File: src/rtl/switch_pkg.sv
// switch_pkg: shared constants and request type for the RAM write switch.
package switch_pkg;

  localparam int CLIENT0 = 0;
  localparam int CLIENT1 = 1;

  localparam int DEF_DWIDTH    = 16;
  localparam int DEF_RAM_DEPTH = 3072;

  // Address width for a RAM of 'depth' words; never narrower than one bit.
  function automatic int addr_width(input int depth);
    return (depth <= 1) ? 1 : $clog2(depth);
  endfunction

  localparam int DEF_AW = addr_width(DEF_RAM_DEPTH);

  // Write request at the default geometry; parameterized users pass their own type.
  typedef struct packed {
    logic [DEF_AW-1:0]     addr;
    logic [DEF_DWIDTH-1:0] data;
  } wr_req_t;

endpackage

File: src/rtl/wr_req_buf.sv
// wr_req_buf: one-entry client write buffer. Accepts a new request whenever it
// is empty or its current entry is being granted this cycle.
module wr_req_buf
  import switch_pkg::*;
#(
  parameter type req_t = wr_req_t
) (
  input  logic clk,
  input  logic rstn,
  input  logic en,
  input  logic in_valid,
  output logic in_ready,
  input  req_t in_req,
  input  logic grant,
  output logic buf_valid,
  output req_t buf_req
);

  logic handshake;

  assign in_ready  = en & (~buf_valid | grant);
  assign handshake = in_valid & in_ready;

  // Load on handshake (also when the old entry leaves this cycle); drain on grant.
  always_ff @(posedge clk or negedge rstn) begin
    if (!rstn) begin
      buf_valid <= 1'b0;
      buf_req   <= '0;
    end else if (handshake) begin
      buf_valid <= 1'b1;
      buf_req   <= in_req;
    end else if (grant) begin
      buf_valid <= 1'b0;
    end
  end

endmodule

File: src/rtl/switch_wrram.sv
// switch_wrram: merges two client write streams onto one registered RAM write
// port with round-robin arbitration and a frame-completion counter.
// Optional build macro SWITCH_WRRAM_ADDR_CHECK_EN drops out-of-range writes and
// raises the sticky o_addr_err flag.
module switch_wrram
  import switch_pkg::*;
#(
  parameter  int DWIDTH    = 16,
  parameter  int RAM_DEPTH = 3072,
  parameter  int FRAME_LEN = 3072,
  localparam int AW        = addr_width(RAM_DEPTH)
) (
  input  logic              i_clk,
  input  logic              i_rstn,
  input  logic              i_client_valid0,
  output logic              o_client_ready0,
  input  logic [AW-1:0]     i_client_addr0,
  input  logic [DWIDTH-1:0] i_client_data0,
  input  logic              i_client_valid1,
  output logic              o_client_ready1,
  input  logic [AW-1:0]     i_client_addr1,
  input  logic [DWIDTH-1:0] i_client_data1,
  input  logic              i_frame_clr,
  output logic              o_we,
  output logic [AW-1:0]     o_addr,
  output logic [DWIDTH-1:0] o_data,
  output logic              o_frame_done
`ifdef SWITCH_WRRAM_ADDR_CHECK_EN
  ,
  output logic              o_addr_err
`endif
);

  localparam int CW = $clog2(FRAME_LEN + 1);

  typedef struct packed {
    logic [AW-1:0]     addr;
    logic [DWIDTH-1:0] data;
  } req_t;

  logic          run_q;
  logic [1:0]    buf_v;
  req_t          buf_q [2];
  req_t          in_req0;
  req_t          in_req1;
  logic [1:0]    grant;
  logic          last_grant;
  logic          any_grant;
  req_t          gnt_req;
  logic          addr_bad;
  logic          issue;
  logic [CW-1:0] frame_cnt;

  assign in_req0 = {i_client_addr0, i_client_data0};
  assign in_req1 = {i_client_addr1, i_client_data1};

  // Hold off ready until the first clock after reset release.
  always_ff @(posedge i_clk or negedge i_rstn) begin
    if (!i_rstn) run_q <= 1'b0;
    else         run_q <= 1'b1;
  end

  wr_req_buf #(.req_t(req_t)) u_buf0 (
    .clk       (i_clk),
    .rstn      (i_rstn),
    .en        (run_q),
    .in_valid  (i_client_valid0),
    .in_ready  (o_client_ready0),
    .in_req    (in_req0),
    .grant     (grant[CLIENT0]),
    .buf_valid (buf_v[CLIENT0]),
    .buf_req   (buf_q[CLIENT0])
  );

  wr_req_buf #(.req_t(req_t)) u_buf1 (
    .clk       (i_clk),
    .rstn      (i_rstn),
    .en        (run_q),
    .in_valid  (i_client_valid1),
    .in_ready  (o_client_ready1),
    .in_req    (in_req1),
    .grant     (grant[CLIENT1]),
    .buf_valid (buf_v[CLIENT1]),
    .buf_req   (buf_q[CLIENT1])
  );

  // Round-robin: a lone valid buffer wins; on contention the one not served last wins.
  always_comb begin
    grant = buf_v;
    if (buf_v[CLIENT0] && buf_v[CLIENT1]) begin
      grant = last_grant ? 2'b01 : 2'b10;
    end
  end

  assign any_grant = |grant;
  assign gnt_req   = grant[CLIENT1] ? buf_q[CLIENT1] : buf_q[CLIENT0];

`ifdef SWITCH_WRRAM_ADDR_CHECK_EN
  assign addr_bad = int'(gnt_req.addr) >= RAM_DEPTH;
`else
  assign addr_bad = 1'b0;
`endif

  // A dropped out-of-range entry is still consumed, so it still rotates priority.
  assign issue = any_grant & ~addr_bad;

  // Remember which client was served last; reset favours client 0 next.
  always_ff @(posedge i_clk or negedge i_rstn) begin
    if (!i_rstn)        last_grant <= 1'b1;
    else if (any_grant) last_grant <= grant[CLIENT1];
  end

  // Registered RAM write port; address and data hold between writes.
  always_ff @(posedge i_clk or negedge i_rstn) begin
    if (!i_rstn) begin
      o_we   <= 1'b0;
      o_addr <= '0;
      o_data <= '0;
    end else begin
      o_we <= issue;
      if (issue) begin
        o_addr <= gnt_req.addr;
        o_data <= gnt_req.data;
      end
    end
  end

  // Frame counter: clear wins over the increment, so a write in the clear cycle is not counted.
  always_ff @(posedge i_clk or negedge i_rstn) begin
    if (!i_rstn) begin
      frame_cnt    <= '0;
      o_frame_done <= 1'b0;
    end else begin
      o_frame_done <= 1'b0;
      if (i_frame_clr) begin
        frame_cnt <= '0;
      end else if (issue) begin
        if (frame_cnt == CW'(FRAME_LEN - 1)) begin
          frame_cnt    <= '0;
          o_frame_done <= 1'b1;
        end else begin
          frame_cnt <= frame_cnt + CW'(1);
        end
      end
    end
  end

`ifdef SWITCH_WRRAM_ADDR_CHECK_EN
  // Sticky range error; a new error in a clear cycle is kept rather than lost.
  always_ff @(posedge i_clk or negedge i_rstn) begin
    if (!i_rstn)                    o_addr_err <= 1'b0;
    else if (any_grant && addr_bad) o_addr_err <= 1'b1;
    else if (i_frame_clr)           o_addr_err <= 1'b0;
  end
`endif

endmodule

File: config.mk
export PLATFORM = sky130hd
export DESIGN_NAME = switch_wrram
export DESIGN_NICKNAME = d
export VERILOG_FILES = /design/src/rtl/switch_pkg.sv /design/src/rtl/wr_req_buf.sv /design/src/rtl/switch_wrram.sv
export SDC_FILE = /design/constraint.sdc
export NUM_CORES = 1
export LEC_CHECK = 0
export CAP_MARGIN = 10
export CORE_ASPECT_RATIO = 0.6
export CORE_UTILIZATION = 50
export DETAILED_ROUTE_END_ITERATION = 10
export PLACE_DENSITY = 0.85
export SYNTH_ARGS = -nofsm -noshare
export SYNTH_HDL_FRONTEND = slang
export SYNTH_SLANG_ARGS = --single-unit
export TNS_END_PERCENT = 100
File: constraint.sdc
create_clock -name i_clk -period 2.2 [get_ports i_clk]
set_input_delay 0.33 -clock i_clk [delete_from_list [all_inputs] [get_ports i_clk]]
set_output_delay 0.33 -clock i_clk [all_outputs]
set_load 0.1 [all_outputs]
==> results by stage, run 1 <==
Outcome:
- The flow ran to the end, and the final reports show no timing, DRC or antenna violations.

Synthesis:
- The top flip-flop cell by instance count after synthesis is sky130_fd_sc_hd__dfrtp_1.
- After synthesis, the share of flip-flops with an asynchronous set or reset is 1.00.
- The number of library cell types mapped by synthesis is 37.
- Each instance of the synthesized netlist takes up on average 12.9 sq um.
- The post-synthesis cell type with the largest combined area is sky130_fd_sc_hd__dfrtp_1.
- Summing every instance area after synthesis gives 0.00423 sq mm.
- By count the netlist is led by sky130_fd_sc_hd__dfrtp_1 (101), sky130_fd_sc_hd__mux2_2 (47), sky130_fd_sc_hd__nand2_1 (37).
- The leading cell type by number of instances after synthesis is sky130_fd_sc_hd__dfrtp_1.
- The post-synthesis sequential element count is 102.
- The total of warnings raised by yosys is 0.
- The number of nets produced by synthesis is 390.
- The share of the Yosys chip area taken by registers is 0.604.
- The cell count after synthesis is 328.
- Of the post-synthesis cell area, the dominant cell type holds 0.598.
- By area the synthesized netlist is led by sky130_fd_sc_hd__dfrtp_1 (60%), sky130_fd_sc_hd__mux2_2 (13%), sky130_fd_sc_hd__mux2i_1 (6.9%), sky130_fd_sc_hd__nand2_1 (3.3%), sky130_fd_sc_hd__o21ai_0 (3.2%).
- Counting flops with a built-in enable in the synthesized netlist gives 0.

Floorplanning:
- The floorplan row count is 25.
- The area of the die is 0.00883 sq mm.
- For this configuration, the core starts out at a cell density of 0.526.
- The die is 121 um wide.
- The standard cell core area is 0.00804 sq mm.
- The height of the die is 73.2 um.
- In this run the count of I/O pins placed on the die edge is 93.

Finish:
- The filler cell count in the final layout is 565.
- The sequential cells in the finished layout cover a total of 0.00255 sq mm.
- The share of layout cells above drive strength 1 is 0.265.
- The final net count is 487.
- Compared with the post-synthesis result, the final layout area differs by 32.1%.
- The repair_antennas step left the layout with diodes totalling 0.
- Summing all multi-input logic gate instances after layout gives 0.00157 sq mm.

Critical path:
- The worst setup path is launched from a flop.
- The worst setup path is captured at a flop.
- Of all nets on the critical path, the largest fanout is 24.
- The critical path is of the flop to flop type.
- The data arrival at the endpoint of the critical path is 2.04 ns.
- At the worst endpoint, the required time is 2.42 ns.

Drt:
- Summed over all layers, the routed wires come to 8760 um.
- Across all layers, the routed design uses 2803 vias.
- The DRC violation count after routing is 0.
- For this block, the initial DRC count from the detailed router was 137.
- The first-pass iteration count of the detailed router is 4.
- The residual antenna-violating net count after detailed routing is 0.
- The average detailed-routed wire length per instance is 16.3 um.
- The via density per instance is 5.21.

Global route:
- For this run, the total global-route usage over all layers was measured as 0.218.
- Entering global routing, the biggest net connects 38 pins.
- The number of global-route vias before repair is 2898.
- For this run the aggregate overflow at the end of global routing stands at 0.
- The first-pass GRT wire length is 14300 um.
- The number of antenna violations at the first check in global routing is 0.

STA:
- The number of max-slew violations in the final report is 0.
- The relative slew slack is 0.667.
- The share of the cycle needed by the critical path after routing is 0.828.
- The post-route setup TNS is 0 ns.
- For the pin with the worst max-slew slack, the measured transition is 0.496 ns.
- The maximum clock rate is 0.549 GHz.
- Across all setup checks in the final design, the least slack found is 0.379 ns.
- The time the final worst path needs with I/O delays and setup is 1.82 ns.
- The count of endpoints failing setup in the final report is 0.
- Setup repair after global routing left no endpoint under its margin.
- The count of final hold-check violations is 0.
- On the final layout, the worst clock skew is 0.00542 ns.

Placement:
- The worst slack at placement is 0.397 ns.
- Once detailed placement completed, the half-perimeter wirelength came to 6040 um.
- In this run the tool buffered the top-level ports with 92 buffer cells.
- The last weighted congestion value of the routability-driven placer is 0.799.

Run:
- Across the run, the number of max-cap violations was 0.

Power and ir drop:
- The leakage power figure is 2.41 nW.
- VDD sags by at most 0.576 mV.
- For this design the ratio of total power to cell area is 1110 mW/mm^2.

CTS:
- The root buffer cell chosen for the clock tree is sky130_fd_sc_hd__clkbuf_16.
- The count of buffers added by post-CTS timing repair for setup is 0.
- The insertion delay to the later sink of the worst-skew pair is 0.34 ns.
- After clock tree synthesis, the clock-pin slew on the worst setup and hold paths is 0.07 ns.
- The total clock sinks is 102.
- Once the clock tree was built, the resizer swapped 0 gates to a different size.
- The maximum level of the CTS H-tree is 3.
- The number of buffers added by the clock tree synthesis step is 9.
- The clock tree from TritonCTS is yes.
- In this run the deepest clock path goes through 2 buffers.

Worst hold path:
- The path class of the tightest hold or removal check is flop to flop.
[cells by family (layout without fill, tap and decap cells)]
kind of cell / count (synthesis) / in the layout / share of synthesized area
XOR/XNOR: 8 / 8 / 0.0166
adder cells (fa/ha/maj): 1 / 1 / 0.00296
buffers and inverters: 18 / 120 / 0.0284
other: 1 / 1 / 0.000888
AND/OR/NAND/NOR: 75 / 75 / 0.0817
flip-flops: 102 / 102 / 0.604
AO/OA/AOI/OAI: 38 / 38 / 0.0471
multiplexers: 85 / 85 / 0.218
[stage by stage]
| step | hold WS (ns) | total power [W] | util | cell area [sq um] | instances |
|---|---|---|---|---|---|
| floorplan | 0.0344 | 0.00399 | - | 4230 | 328 |
| global placement | 0.318 | 0.00453 | 0.653 | 5250 | 521 |
| detailed placement | 0.331 | 0.00458 | 0.653 | 5250 | 521 |
| CTS | 0.488 | 0.00623 | 0.694 | 5580 | 538 |
| global route | 0.510 | 0.00644 | 0.694 | 5580 | 538 |
| finish | 0.484 | 0.00618 | 0.694 | 5580 | 538 |
[worst paths after layout]
kind                            start                 end  slack, ns  cells past startpoint
setup / recovery           last_grant  u_buf1.buf_req[21]       0.38                      5
hold / removal              o_addr[4]           o_addr[4]       0.48                      2
setup reg to reg           last_grant  u_buf1.buf_req[21]       0.38                      5
hold reg to reg             o_addr[4]           o_addr[4]       0.48                      2
max in group asynchronous      i_rstn          last_grant       1.02                      3
min in group asynchronous      i_rstn           o_data[2]       0.51                      2
[metal layers]
| metal | vias up | track usage | share of wire |
|---|---|---|---|
| li1 | 1327 | - | - |
| met1 | 1384 | 0.289 | 0.47 |
| met2 | 84 | 0.334 | 0.45 |
| met3 | 8 | 0.0930 | 0.078 |
| met4 | 0 | 0.0508 | 0.0072 |
| met5 | - | 0 | 0 |
[registers in the layout (all words and copies together) (netlist names), 12 cells and up]
register	cells
o_data	16
u_buf1.buf_req	28
u_buf0.buf_req	28
frame_cnt	12
o_addr	12
[critical path: stages, from the launching register on]
cell and delay, ns:
sky130_fd_sc_hd__dfstp_2 0.60, sky130_fd_sc_hd__nand3_1 0.11, sky130_fd_sc_hd__and2_1 0.22, sky130_fd_sc_hd__nand2_2 0.18
sky130_fd_sc_hd__buf_12 0.21, sky130_fd_sc_hd__mux2_2 0.36
[layout by cell type, fill, tap and decap left out, types with 2 or more instances in the layout]
cell                              Yosys  final
sky130_fd_sc_hd__dfrtp_1            101    101
sky130_fd_sc_hd__clkdlybuf4s50_1      0     59
sky130_fd_sc_hd__mux2_2              47     47
sky130_fd_sc_hd__nand2_1             37     37
sky130_fd_sc_hd__buf_4                3     37
sky130_fd_sc_hd__mux2i_1             29     29
sky130_fd_sc_hd__o21ai_0             27     27
sky130_fd_sc_hd__nor2_1              15     14
sky130_fd_sc_hd__mux2_1               9      9
sky130_fd_sc_hd__clkbuf_16            0      9
sky130_fd_sc_hd__xnor2_1              7      7
sky130_fd_sc_hd__nand3_1              6      6
sky130_fd_sc_hd__buf_12               0      6
sky130_fd_sc_hd__o21ai_1              4      4
sky130_fd_sc_hd__nor3_1               4      4
sky130_fd_sc_hd__nor4_1               3      3
sky130_fd_sc_hd__a21oi_1              3      3
sky130_fd_sc_hd__clkbuf_8             0      3
sky130_fd_sc_hd__clkinvlp_4           0      2
[timing repair]
action	in CTS	in global routing
hold endpoints to repair	34	0
setup endpoints to repair	0	0
hold buffers	1	0
[final cells by class]
| type | count | share of cell area |
|---|---|---|
| multi-input cells | 208 | 0.281 |
| inverters | 1 | 0.000672 |
| well taps | 108 | 0.0242 |
| repair buffers | 103 | 0.179 |
| clock buffers | 12 | 0.0477 |
| clock inverters | 4 | 0.00964 |
| flip-flops and latches | 102 | 0.457 |
[power by group]
part | total, W | internal, W | switching [W]
clock network | 0.00164 | 0.000976 | 0.000663
logic | 0.00212 | 0.000590 | 0.00153
registers | 0.00242 | 0.00222 | 0.000199
Note: power is estimated with default switching activity, not from simulation.
==> run 2, diff against run 1 <==
--- a/config.mk
+++ b/config.mk
@@ -7,9 +7,9 @@
 export LEC_CHECK = 0
 export CAP_MARGIN = 10
 export CORE_ASPECT_RATIO = 0.6
-export CORE_UTILIZATION = 50
+export CORE_UTILIZATION = 45
 export DETAILED_ROUTE_END_ITERATION = 10
-export PLACE_DENSITY = 0.85
+export PLACE_DENSITY = 0.81
 export SYNTH_ARGS = -nofsm -noshare
 export SYNTH_HDL_FRONTEND = slang
 export SYNTH_SLANG_ARGS = --single-unit
==> constraint.sdc (replaced) <==
create_clock -name i_clk -period 1.45 [get_ports i_clk]
set_input_delay 0.2175 -clock i_clk [delete_from_list [all_inputs] [get_ports i_clk]]
set_output_delay 0.2175 -clock i_clk [all_outputs]
set_load 0.1 [all_outputs]
==> run 2 against run 1 <==
  * The flow now finishes with violations (negative setup slack)
  * First-iteration DRC count up 11%
  * Via count up 12%
  * Critical path depth unchanged
  * Cell area up 22%
  * Non-clock buffer count up 40
  * Combinational power up 110%
  * Worst setup slack worse by 0.61 ns
  * Die area up 11%
  * Flip-flop and latch count unchanged
  * Register-to-register slack worse by 0.61 ns
  * Largest power group is now combinational logic
==> results by stage, run 2 (synthesis gave the netlist of run 1 again) <==
Finish:
- The library cells used most frequently in the layout, excluding fill and tap cells, are sky130_fd_sc_hd__dfrtp_1 (101), sky130_fd_sc_hd__clkdlybuf4s50_1 (59), sky130_fd_sc_hd__buf_12 (40), sky130_fd_sc_hd__nand2_1 (35).
- For this run, the post-layout net count is 527.
- The count of antenna diodes in the layout is 0.
- The area growth from synthesis to layout is 61.4%.
- The largest registers in the layout are u_buf0.buf_req (28), u_buf1.buf_req (28), o_data (16).
- The library cell used most frequently in the layout, excluding fill and tap cells, is sky130_fd_sc_hd__dfrtp_1.
- The final standard cell area without fillers is 0.00682 sq mm.
- The share of layout cells above drive strength 1 is 0.413.

Critical path:
- The end of the worst register-to-register path is u_buf1.buf_req[22].
- The critical path crosses 5 cells after its start point.
- In this run the critical register-to-register path is launched from last_grant.
- The startpoint type of the worst setup path is a flop.
- The largest stage delay on the critical path is 0.57 ns.
- The critical path launch point is last_grant.
- The data arrival at the endpoint of the critical path is 1.93 ns.
- In this run the worst path has a maximum fanout of 7.
- The number of buffers and inverters on the critical path is 1.
- The highest-delay cell along the critical path is sky130_fd_sc_hd__dfstp_2.
- The cell type group with the largest total delay on the critical path is flip-flops.
- The signal on the critical path passes through nand3_2 > and2_4 > nand2_4 > bufbuf_16 > mux2_2.
- The destination of the critical timing path is u_buf1.buf_req[22].
- The sort of element at the end of the critical path is a flop.
- The critical path start-end classification is flop to flop.
- In this run the register-to-register setup slack is -0.23 ns.
- The required time at the endpoint of the critical path is 1.70 ns.
- The cell count of the worst reg-to-reg path is 5.

Drt:
- The first-pass iteration count of the detailed router is 4.
- After detailed routing, the average wire length per cell comes to 20.5 um.
- The via total after detailed routing is 3138.
- The first routing iteration left 152 violations.
- After detailed routing, the number of remaining DRC violations is 0.
- The post-detailed-routing wire length is 12200 um.
- The detail route stage leaves a number of antenna-violating nets equal to 0.
- The via density per instance is 5.27.

STA:
- The count of final hold-check violations is 0.
- Counting I/O delays and the setup requirement, the final critical path takes 1.68 ns.
- The smallest setup slack after layout is -0.230 ns.
- For this run, the top clock speed supported by timing is 0.595 GHz.
- The post-route setup TNS is -11.13 ns.
- On the final layout, the worst clock skew is 0.00693 ns.
- Setup repair after global routing could not meet its margin everywhere.
- Setup violations remaining at the end of the flow were counted as 94.
- The number of max-slew violations in the final report is 0.
- The tightest hold path in the finished design has a slack of 0.345 ns.
- The share of the cycle needed by the critical path after routing is 1.16.

Power and ir drop:
- Across the VDD grid, the largest voltage drop is 0.960 mV.
- The power per cell area is 1540 mW/mm^2.
- The share of power burned in combinational logic is 0.419.
- The power share of the sequential group is 0.365.
- Of the total power, the share spent switching nets is 0.392.
- The leakage power figure is 3.01 nW.
- The clock network fraction of total power is 0.215.
- The switching power is 0.00412 W.
- The internal power of the cells totals 0.00639 W.

Outcome:
- The final reports fail on negative setup slack.
- The flow ran to the end, but the final reports show violations.

Placement:
- In this run the cell area measured after placement is 0.00601 sq mm.
- The last weighted congestion value of the routability-driven placer is 0.860.
- The total half-perimeter wirelength after legalization and detailed placement is 7010 um.
- The total of buffers placed on input and output ports is 92.

CTS:
- After clock tree synthesis, the clock-pin slew on the worst setup and hold paths is 0.07 ns.
- The maximum level of the CTS H-tree is 3.
- TritonCTS built the clock tree.
- The cell at the root of the clock tree is sky130_fd_sc_hd__clkbuf_16.
- The later pin in the worst-skew pair is clocked with a latency of 0.35 ns.
- The number of clock buffers added by TritonCTS is 9.
- The longest clock path from root to sink contains 2 buffers.
- Counting every sink on the clock net gives 102.

Run:
- The tool flagged a number of max-cap violations equal to 0.

Floorplanning:
- The standard cell core area is 0.00882 sq mm.
- In this run the vertical extent of the chip is 77.1 um.
- The horizontal die dimension is 127 um.
- For this configuration, the core starts out at a cell density of 0.479.
- In this run the count of I/O pins placed on the die edge is 93.
- The area of the die is 0.00979 sq mm.
- After floorplanning, the core was divided into 26 placement rows.

Global route:
- For this run the aggregate overflow at the end of global routing stands at 0.
- The number of global-route vias before repair is 3318.
- The maximum number of pins on one net before global-route repair is 41.
- Across every metal layer, demand over resource in global routing totals 0.249.
- The number of antenna violations at the first check in global routing is 0.
- The first global-routing pass estimated 18100 um of wire.

Worst hold path:
- In this run the worst hold path is classified as primary input to async pin.
## run 2: worst min path at each step
| stage | end | slack, ns | from | depth (start not counted) |
|---|---|---|---|---|
| after CTS | o_data[12] | 0.36 | i_rstn | 2 |
| final | o_data[12] | 0.35 | i_rstn | 2 |
| after detailed placement | o_data[12] | 0.18 | i_rstn | 1 |
| after global placement | u_buf0.buf_req[12] | 0.18 | i_rstn | 1 |
| after global routing | o_data[12] | 0.39 | i_rstn | 2 |
| after floorplan | frame_cnt[0] | -0.08 | i_rstn | 0 |
## run 2: what timing repair did
item,CTS,global route
pin swaps,8,6
gates cloned,5,1
gates resized for setup,39,39
hold buffers,1,0
hold endpoints to repair,28,0
setup buffers,8,5
endpoints found under the setup margin,75,95
## run 2: metrics by stage
| stage | setup WS [ns] | total power (W) | utilization | std cells |
|---|---|---|---|---|
| after global placement | -0.0159 | 0.00782 | 0.682 | 561 |
| after CTS | -0.183 | 0.0103 | 0.753 | 591 |
| after floorplan | -0.230 | 0.00618 | - | 328 |
| final | -0.230 | 0.0105 | 0.773 | 596 |
| after global routing | -0.289 | 0.0108 | 0.773 | 596 |
| after detailed placement | -0.0795 | 0.00792 | 0.682 | 561 |
## run 2: power groups by stage
| stage | combinational [W] | clock [W] | sequential, W |
|---|---|---|---|
| 2_1_floorplan | 0.000839 | 0 | 0.00534 |
| 3_3_place_gp | 0.00400 | 0 | 0.00382 |
| 3_5_place_dp | 0.00407 | 0 | 0.00385 |
| 4_1_cts | 0.00427 | 0.00226 | 0.00381 |
| 5_1_grt | 0.00457 | 0.00239 | 0.00389 |
| 6_report | 0.00440 | 0.00226 | 0.00384 |
## run 2: layout make-up
type	count	area (sq um)
flip-flops and latches	102	2550
fillers	492	2000
repair buffers	143	1910
multi-input cells	208	1910
clock buffers	9	225
well taps	126	158
clock inverters	7	50.0
inverters	1	3.75
## run 2: metal layers
metal  track usage  vias up  wire [um]
met5             0        -          0
met4        0.0488        0        153
met3         0.100       17        875
met2         0.390      118       5920
met1         0.327     1593       5270
li1              -     1410          -
